## src/rtl/fpu_issue_ctrl_if.sv

```systemverilog
// rtl/fpu_issue_ctrl_if.sv - request, adder and response channels of the FP add issue sequencer
interface fpu_issue_ctrl_if;
    logic        req_valid;
    logic        req_ready;
    logic        req_op;
    logic [31:0] req_a;
    logic [31:0] req_b;
    logic [4:0]  req_rd;

    logic        fpu_start;
    logic [31:0] fpu_a;
    logic [31:0] fpu_b;
    logic        fpu_done;
    logic [31:0] fpu_result;

    logic        rsp_valid;
    logic        rsp_ready;
    logic [31:0] rsp_result;
    logic [4:0]  rsp_rd;
    logic        rsp_timeout;
    logic        busy;

    modport master (
        input  req_valid, req_op, req_a, req_b, req_rd,
        input  fpu_done, fpu_result,
        input  rsp_ready,
        output req_ready,
        output fpu_start, fpu_a, fpu_b,
        output rsp_valid, rsp_result, rsp_rd, rsp_timeout,
        output busy
    );

    modport slave (
        output req_valid, req_op, req_a, req_b, req_rd,
        output fpu_done, fpu_result,
        output rsp_ready,
        input  req_ready,
        input  fpu_start, fpu_a, fpu_b,
        input  rsp_valid, rsp_result, rsp_rd, rsp_timeout,
        input  busy
    );
endinterface

```

## src/rtl/fpu_issue_ctrl.sv

```systemverilog
// rtl/fpu_issue_ctrl.sv - issues FADD.S/FSUB.S to the adder over start/done, returns tagged result or timeout
module fpu_issue_ctrl #(
    parameter int unsigned TIMEOUT_CYCLES = 64
) (
    input  logic              clk,
    input  logic              rst_n,
    fpu_issue_ctrl_if.master  bus
);
    localparam int unsigned     CW       = (TIMEOUT_CYCLES > 1) ? $clog2(TIMEOUT_CYCLES) : 1;
    localparam logic [CW-1:0]   CNT_LAST = CW'(TIMEOUT_CYCLES - 1);
    localparam logic [31:0]     QNAN     = 32'h7FC0_0000;

    typedef enum logic [1:0] {
        S_IDLE,
        S_ISSUE,
        S_RELEASE,
        S_RESP
    } state_t;

    state_t        state_q;
    logic [CW-1:0] cnt_q;
    logic [CW-1:0] cnt_d;
    logic [31:0]   a_q;
    logic [31:0]   b_q;
    logic [31:0]   result_q;
    logic [4:0]    rd_q;
    logic          timeout_q;
    logic          req_ready_w;

    // A late done from an aborted op must drain before the adder is reused.
    assign req_ready_w = rst_n && (state_q == S_IDLE) && !bus.fpu_done;

    always_comb begin
        cnt_d = (cnt_q == CNT_LAST) ? cnt_q : cnt_q + CW'(1);
    end

    always_ff @(posedge clk or negedge rst_n) begin
        if (!rst_n) begin
            state_q   <= S_IDLE;
            cnt_q     <= '0;
            a_q       <= '0;
            b_q       <= '0;
            result_q  <= '0;
            rd_q      <= '0;
            timeout_q <= 1'b0;
        end else begin
            case (state_q)
                S_IDLE: begin
                    if (bus.req_valid && req_ready_w) begin
                        a_q     <= bus.req_a;
                        // Subtract is an add with B's sign inverted.
                        b_q     <= {bus.req_b[31] ^ bus.req_op, bus.req_b[30:0]};
                        rd_q    <= bus.req_rd;
                        cnt_q   <= '0;
                        state_q <= S_ISSUE;
                    end
                end
                S_ISSUE: begin
                    cnt_q <= cnt_d;
                    if (bus.fpu_done) begin
                        result_q  <= bus.fpu_result;
                        timeout_q <= 1'b0;
                        state_q   <= S_RELEASE;
                    end else if (cnt_q == CNT_LAST) begin
                        result_q  <= QNAN;
                        timeout_q <= 1'b1;
                        state_q   <= S_RESP;
                    end
                end
                S_RELEASE: begin
                    if (!bus.fpu_done) begin
                        state_q <= S_RESP;
                    end
                end
                S_RESP: begin
                    if (bus.rsp_ready) begin
                        state_q <= S_IDLE;
                    end
                end
                default: state_q <= S_IDLE;
            endcase
        end
    end

    assign bus.req_ready   = req_ready_w;
    assign bus.fpu_start   = (state_q == S_ISSUE);
    assign bus.fpu_a       = a_q;
    assign bus.fpu_b       = b_q;
    assign bus.rsp_valid   = (state_q == S_RESP);
    assign bus.rsp_result  = result_q;
    assign bus.rsp_rd      = rd_q;
    assign bus.rsp_timeout = timeout_q;
    assign bus.busy        = (state_q != S_IDLE);
endmodule

```

## src/flat_wrapper.sv

```systemverilog
// flat-port wrapper written by rule: the top's interface ports become plain ports
module fpu_issue_ctrl_flat 
#(
    parameter int unsigned TIMEOUT_CYCLES = 64
)
  (clk, rst_n, bus_req_valid, bus_req_op, bus_req_a, bus_req_b, bus_req_rd, bus_fpu_done, bus_fpu_result, bus_rsp_ready, bus_req_ready, bus_fpu_start, bus_fpu_a, bus_fpu_b, bus_rsp_valid, bus_rsp_result, bus_rsp_rd, bus_rsp_timeout, bus_busy);
  fpu_issue_ctrl_if bus_i ();
  input  logic clk;
  input  logic rst_n;
  input wire logic [$bits(bus_i.req_valid)-1:0] bus_req_valid;
  input wire logic [$bits(bus_i.req_op)-1:0] bus_req_op;
  input wire logic [$bits(bus_i.req_a)-1:0] bus_req_a;
  input wire logic [$bits(bus_i.req_b)-1:0] bus_req_b;
  input wire logic [$bits(bus_i.req_rd)-1:0] bus_req_rd;
  input wire logic [$bits(bus_i.fpu_done)-1:0] bus_fpu_done;
  input wire logic [$bits(bus_i.fpu_result)-1:0] bus_fpu_result;
  input wire logic [$bits(bus_i.rsp_ready)-1:0] bus_rsp_ready;
  output wire logic [$bits(bus_i.req_ready)-1:0] bus_req_ready;
  output wire logic [$bits(bus_i.fpu_start)-1:0] bus_fpu_start;
  output wire logic [$bits(bus_i.fpu_a)-1:0] bus_fpu_a;
  output wire logic [$bits(bus_i.fpu_b)-1:0] bus_fpu_b;
  output wire logic [$bits(bus_i.rsp_valid)-1:0] bus_rsp_valid;
  output wire logic [$bits(bus_i.rsp_result)-1:0] bus_rsp_result;
  output wire logic [$bits(bus_i.rsp_rd)-1:0] bus_rsp_rd;
  output wire logic [$bits(bus_i.rsp_timeout)-1:0] bus_rsp_timeout;
  output wire logic [$bits(bus_i.busy)-1:0] bus_busy;
  assign bus_i.req_valid = bus_req_valid;
  assign bus_i.req_op = bus_req_op;
  assign bus_i.req_a = bus_req_a;
  assign bus_i.req_b = bus_req_b;
  assign bus_i.req_rd = bus_req_rd;
  assign bus_i.fpu_done = bus_fpu_done;
  assign bus_i.fpu_result = bus_fpu_result;
  assign bus_i.rsp_ready = bus_rsp_ready;
  assign bus_req_ready = bus_i.req_ready;
  assign bus_fpu_start = bus_i.fpu_start;
  assign bus_fpu_a = bus_i.fpu_a;
  assign bus_fpu_b = bus_i.fpu_b;
  assign bus_rsp_valid = bus_i.rsp_valid;
  assign bus_rsp_result = bus_i.rsp_result;
  assign bus_rsp_rd = bus_i.rsp_rd;
  assign bus_rsp_timeout = bus_i.rsp_timeout;
  assign bus_busy = bus_i.busy;
  fpu_issue_ctrl #(.TIMEOUT_CYCLES(TIMEOUT_CYCLES)) u_core (.clk(clk), .rst_n(rst_n), .bus(bus_i));
endmodule
```

## config.mk

```make
export PLATFORM = sky130hd
export DESIGN_NAME = fpu_issue_ctrl_flat
export DESIGN_NICKNAME = d
export VERILOG_FILES = /design/src/rtl/fpu_issue_ctrl_if.sv /design/src/rtl/fpu_issue_ctrl.sv /design/src/flat_wrapper.sv
export SDC_FILE = /design/constraint.sdc
export NUM_CORES = 1
export LEC_CHECK = 0
export BUFFER_PORTS_ARGS = -buffer_cell sky130_fd_sc_hd__buf_2
export CORE_MARGIN = 3
export CORE_UTILIZATION = 42
export CTS_CLUSTER_DIAMETER = 200
export CTS_CLUSTER_SIZE = 12
export DETAILED_ROUTE_END_ITERATION = 8
export GPL_TIMING_DRIVEN = 0
export PLACE_DENSITY = 0.86
export SLEW_MARGIN = 20
export SYNTH_ARGS = -nofsm -noshare
export SYNTH_HDL_FRONTEND = slang
export SYNTH_SLANG_ARGS = --single-unit
```

## constraint.sdc

```tcl
create_clock -name clk -period 1.5 [get_ports clk]
set_input_delay 0.075 -clock clk [delete_from_list [all_inputs] [get_ports clk]]
set_output_delay 0.075 -clock clk [all_outputs]
set_load 0.005 [all_outputs]
```

* Yosys cells after proc, flatten, opt, wreduce, memory -nomap -nowiden
Index checks and enable logic that the tools add are counted.
Cells by class: add/sub/neg operators 1, equality and inequality tests 9, muxes and demuxes 13, bitwise gates (word level) 1, reductions and logical operators 12
Operators by type and width (count):
- two-way mux 32 bit | 2
- two-way mux 6 bit | 2
- one-hot mux 6 bit (2 select lines) | 1
- two-way mux 2 bit | 5
- != test 2 bit (second input constant) | 4
- one-hot mux 2 bit (4 select lines) | 1
- adder 6 x 1 -> 6 bit (second input constant) | 1
- == test 6 bit (second input constant) | 1
- nonzero test 2 bit | 3
- == test 2 bit (second input constant) | 2
- AND reduction 2 bit | 2
- AND reduction 4 bit | 1
- logical AND 1 bit | 3
- != test 3 x 2 -> 1 bit (second input constant) | 1
- AND reduction 3 bit | 1
- == test 2 x 1 -> 1 bit (second input constant) | 1
- logical NOT 2 bit | 1
- two-way mux 1 bit | 2
- logical NOT 1 bit | 1
- XOR 1 bit | 1
Storage, ports and cells: bits in registers 110, input bits 107, word-level logic and storage cells 43

* Depth between registers and ports, before layout
depth after elaboration 6, depth in mapped cells 8, gate-level depth less buffers 6

* Worst setup path after synthesis
No wires, ideal clock.
path kind register -> register, start register u_core.state_q[0], end register u_core.a_q[25] (netlist: u_core.bus.fpu_a[25]), library setup time 0.125 ns, arrival 1.513 ns, required time 1.375 ns, path slack -0.138 ns, cell stages (with the launch flop) 8, buffers on the path 3, cells stage by stage dfrtp_1 inv_1 ha_1 buf_2 nand4b_4 buf_6 buf_6 mux2_4
Between the ends: longest elaborated chain between the ends 5
Ends and longest elaborated chain:
- start: declaration | line fpu_issue_ctrl.sv:20 | state_t state_q;
- start signal: assignment | line fpu_issue_ctrl.sv:39 | state_q <= S_IDLE;
- start signal: assignment | line fpu_issue_ctrl.sv:55 | state_q <= S_ISSUE;
- start signal: assignment | line fpu_issue_ctrl.sv:63 | state_q <= S_RELEASE;
- logical NOT 2 bit * | line fpu_issue_ctrl.sv:31, fpu_issue_ctrl.sv:47
- logical AND 1 bit (2 in series) | line fpu_issue_ctrl.sv:31 | assign req_ready_w = rst_n && (state_q == S_IDLE) && !bus.fpu_done;
- logical AND 1 bit | line fpu_issue_ctrl.sv:49 | if (bus.req_valid && req_ready_w) begin
- AND reduction 2 bit (no line) *
- end signal: assignment | line fpu_issue_ctrl.sv:50 | a_q <= bus.req_a;
- end: declaration | line fpu_issue_ctrl.sv:23 | logic [31:0] a_q;
Every way passes the cells marked *; elsewhere a longest branch is shown, timed or not. A chain may end at the register's enable or synchronous reset.

* Final worst setup path
start register u_core.state_q[0], end register u_core.state_q[1]
Between the ends: longest elaborated chain between the ends 6, elaborated cells on any way between the ends 13, classes of those cells 7 x eq/ne; 1 x mux; 5 x reduce/logical
Ends and longest elaborated chain (line):
- logical NOT 2 bit | fpu_issue_ctrl.sv:31, fpu_issue_ctrl.sv:47
- logical AND 1 bit (2 in series) | fpu_issue_ctrl.sv:31
- logical AND 1 bit | fpu_issue_ctrl.sv:49
- != test 2 bit (no line)
- AND reduction 4 bit (no line)
Several ways; a longest one is shown, not always the timed one.

==> impl_metrics.csv <==
group,metric,value,unit
global_routing,antenna_found_initial,0,
outcome,outcome,"finished with violations",
sta,finalWorstSetupSlack,-0.132,ns
worst_setup_path,cp.required,1.76,ns
outcome,violations,"negative hold slack, negative setup slack",
cts,clk_latency,0.36,ns
drt,ant_nets,0,
yosys,synth.top_cells.by_count,"110 x dfrtp_1, 44 x mux2_2, 24 x mux2_4",
sta,final-setup-viol-count,93,
sta,finalClockSkew,0.00861,ns
yosys,async_flop_share,1.00,
worst_setup_path,setup.worst_path.start,"u_core.state_q[0]",
layout,area_growth,68.1,%
layout,drive_gt1_frac,0.561,
placed_design,placedInstanceArea,0.00568,mm²
sta,hold_viol,50,
global_routing,grt_util_all_layers,0.241,
cts,htreeDepth,3,
global_routing,grt_overflow,0,
floorplanning,core_region_area,0.0100,mm²
floorplanning,start_util,0.440,
yosys,netlist_area,0.00440,mm²
yosys,avgSynthCellArea,15.3,µm²
drt,drtIter0Drc,201,
cts,cts_tree,"done",
power_and_ir_drop,swShare,0.319,
cts,postCtsHoldBufs,102,
power_and_ir_drop,p_leak,3.76,nW
cts,cts_root_buf,"clkbuf_8",
drt,wl_per_cell,19.0,µm
yosys,synthCells,287,
power_and_ir_drop,ir_worst_vdd,0.949,mV
placed_design,dp_slack,-0.288,ns
cts,cts_sinks,110,
yosys,synth.net_count,399,
yosys,yosysMostFrequentCell,"dfrtp_1",
cts,cts_made_buffers,9,
drt,drt_wl_total,14600,µm
global_routing,grt_pass1_wl,21700,µm
sta,min_period,1.63,ns
power_and_ir_drop,p_clk_frac,0.164,
sta,max-slew-margin-rel,0.661,
hold_path,hp-class,"primary input to async pin",
drt,vias,3838,
layout,final_cell_area,0.00740,mm²
yosys,yosysTopAreaCell,"dfrtp_1",
floorplanning,ioPinCount,213,
placed_design,globalplace.congestion,0.745,
cts,cts_max_path_buffers,2,
worst_setup_path,crit_path_start_kind,"flop",
job,maxCapViolations,0,
worst_setup_path,arrival,1.89,ns
cts,cts.clk_slew.worst_paths,0.10,ns
drt,post_drt_via_cell_ratio,5.00,
power_and_ir_drop,switchingPower,0.00403,W
yosys,synth_cell_type_count,36,
power_and_ir_drop,p_per_area,1710,mW/mm²
global_routing,grt_max_degree,61,
yosys,synth.area.top_cells,"dfrtp_1 63%, mux2_2 11%, mux2_4 8.2%",
yosys,synth_edf_count,0,
sta,fin_crit_sh,1.09,
worst_setup_path,worstSetupPathType,"flop to flop",
power_and_ir_drop,p_comb_frac,0.425,
sta,tightest_slew,0.508,ns
worst_setup_path,reg2reg_from,"u_core.state_q[0]",
layout,fillers,627,
placed_design,hpwl,8030,µm
yosys,synth_seq_cells,110,
floorplanning,die_x,108,µm
yosys,yosys_warnings,0,
power_and_ir_drop,p_int,0.00861,W
yosys,ys.flop_type,"dfrtp_1",
sta,whs,-0.341,ns
global_routing,grt_pass1_vias,4180,
yosys,synth_top_area_share,0.625,
floorplanning,die_y,108,µm
layout,post-route-util,0.740,
sta,rsz0062_at_grt,"true",
placed_design,io_buffers,211,
drt,drtPass1Iterations,4,
drt,drcViolationCount,0,
layout,fin_nets,740,
power_and_ir_drop,p_seq_frac,0.411,
floorplanning,dieArea,0.0117,mm²
worst_setup_path,crit_path_max_fanout,3,
sta,max_freq,0.613,GHz
floorplanning,rows,36,
worst_setup_path,crit_path_end_kind,"flop",
sta,slew_violations,0,
yosys,yosysSeqAreaShare,0.625,
-- repair_timing --
item / CTS / global route
resized for setup: 39 / 30
setup buffers: 8 / 7
setup endpoints to repair: 111 / 107
cloned: 2 / 2
pin swaps: 4 / 13
hold endpoints to repair: 151 / 50
-- per-stage QoR --
step,power (W),std cells,hold slack [ns],TNS (ns)
CTS,0.0120,759,-0.344,-12.68
finish,0.0126,767,-0.341,-5.89
floorplan,0.00729,287,-0.221,-2.16
detailed placement,0.00939,632,0.0616,-19.70
global route,0.0133,766,-0.319,-10.68
global placement,0.00912,631,0.297,-202.22
-- flip-flops by register name (all words and copies together) (netlist names) --
register,cells
u_core.bus.rsp_result,32
u_core.bus.fpu_a,32
u_core.cnt_q,6
u_core.bus.rsp_timeout,1
u_core.bus.rsp_rd,5
u_core.state_q,2
u_core.bus.fpu_b,32
-- metal layers --
layer  up-vias  global-route usage  wire length (µm)
li1       1726                   -                 -
met1      1883               0.272              5430
met2       195               0.437              7660
met3        34              0.0567              1120
met4         0               0.100               368
met5         -                   0                 0
-- cells in the final DEF, fill, tap and decap left out, types with 2 or more instances in the layout --
cell type,Yosys,routed
o21ai_1,1,2
bufinv_16,0,3
a31oi_1,2,2
buf_6,4,11
clkbuf_16,0,3
nand2_4,0,2
buf_12,0,3
a22oi_2,0,2
clkbuf_8,0,10
a21oi_1,7,4
clkbuf_1,2,3
buf_16,0,2
a22o_1,23,23
inv_2,0,3
mux2_4,24,27
buf_8,0,3
o22a_1,9,9
mux2_2,44,42
buf_2,10,210
dfrtp_1,110,109
nor2_1,4,4
ha_4,0,2
ha_2,0,2
nand3_1,4,4
buf_4,1,12
nand2_1,5,2
inv_1,7,4
a21oi_2,0,2
dlygate4sd3_1,0,102
-- area by class of cell --
| class | instances | area, µm² | area share |
|---|---|---|---|
| diodes | 1 | 2.50 | 0.000338 |
| inverters | 7 | 26.3 | 0.00355 |
| multi-input cells | 153 | 1690 | 0.228 |
| flip-flops and latches | 110 | 2750 | 0.372 |
| repair buffers | 333 | 2350 | 0.318 |
| plain buffers | 14 | 183 | 0.0247 |
| well taps | 133 | 166 | 0.0225 |
| clock inverters | 4 | 95.1 | 0.0128 |
| clock buffers | 12 | 135 | 0.0183 |
-- worst max-delay path, cell delays in order (launching register included) --
cell and delay [ns]:
dfrtp_1 0.42, buf_4 0.17, ha_2 0.21, a22oi_2 0.27, o311ai_4 0.15, mux2_4 0.32
-- kinds of logic after synthesis --
logic type               after synthesis  synth area share
buffers and inverters                 24            0.0310
AND/OR/NAND/NOR                       19            0.0264
multiplexers                          69             0.197
flip-flops                           110             0.625
adder cells (fa/ha/maj)                5            0.0142
XOR/XNOR                               1           0.00199
AO/OA/AOI/OAI                         59             0.104
-- power by group through the flow --
stage | clock network [W] | logic, W | registers [W]
final | 0.00207 | 0.00537 | 0.00520
after global routing | 0.00222 | 0.00578 | 0.00534
after CTS | 0.00210 | 0.00487 | 0.00507
after detailed placement | 0 | 0.00427 | 0.00512
after global placement | 0 | 0.00410 | 0.00502
after floorplan | 0 | 0.00209 | 0.00520
-- worst paths after layout --
check / endpoint / slack [ns] / depth (start not counted)
max: u_core.state_q[1] / -0.13 / 5
min reg2reg: u_core.bus.rsp_result[27] / 0.49 / 1
max reg2reg: u_core.state_q[1] / -0.13 / 5
min: u_core.bus.fpu_b[6] / -0.34 / 1
max in group asynchronous: u_core.bus.rsp_result[5] / 1.18 / 2
min in group clk: u_core.bus.rsp_result[26] / 0.19 / 3
Note: power is estimated with default switching activity, not from simulation.
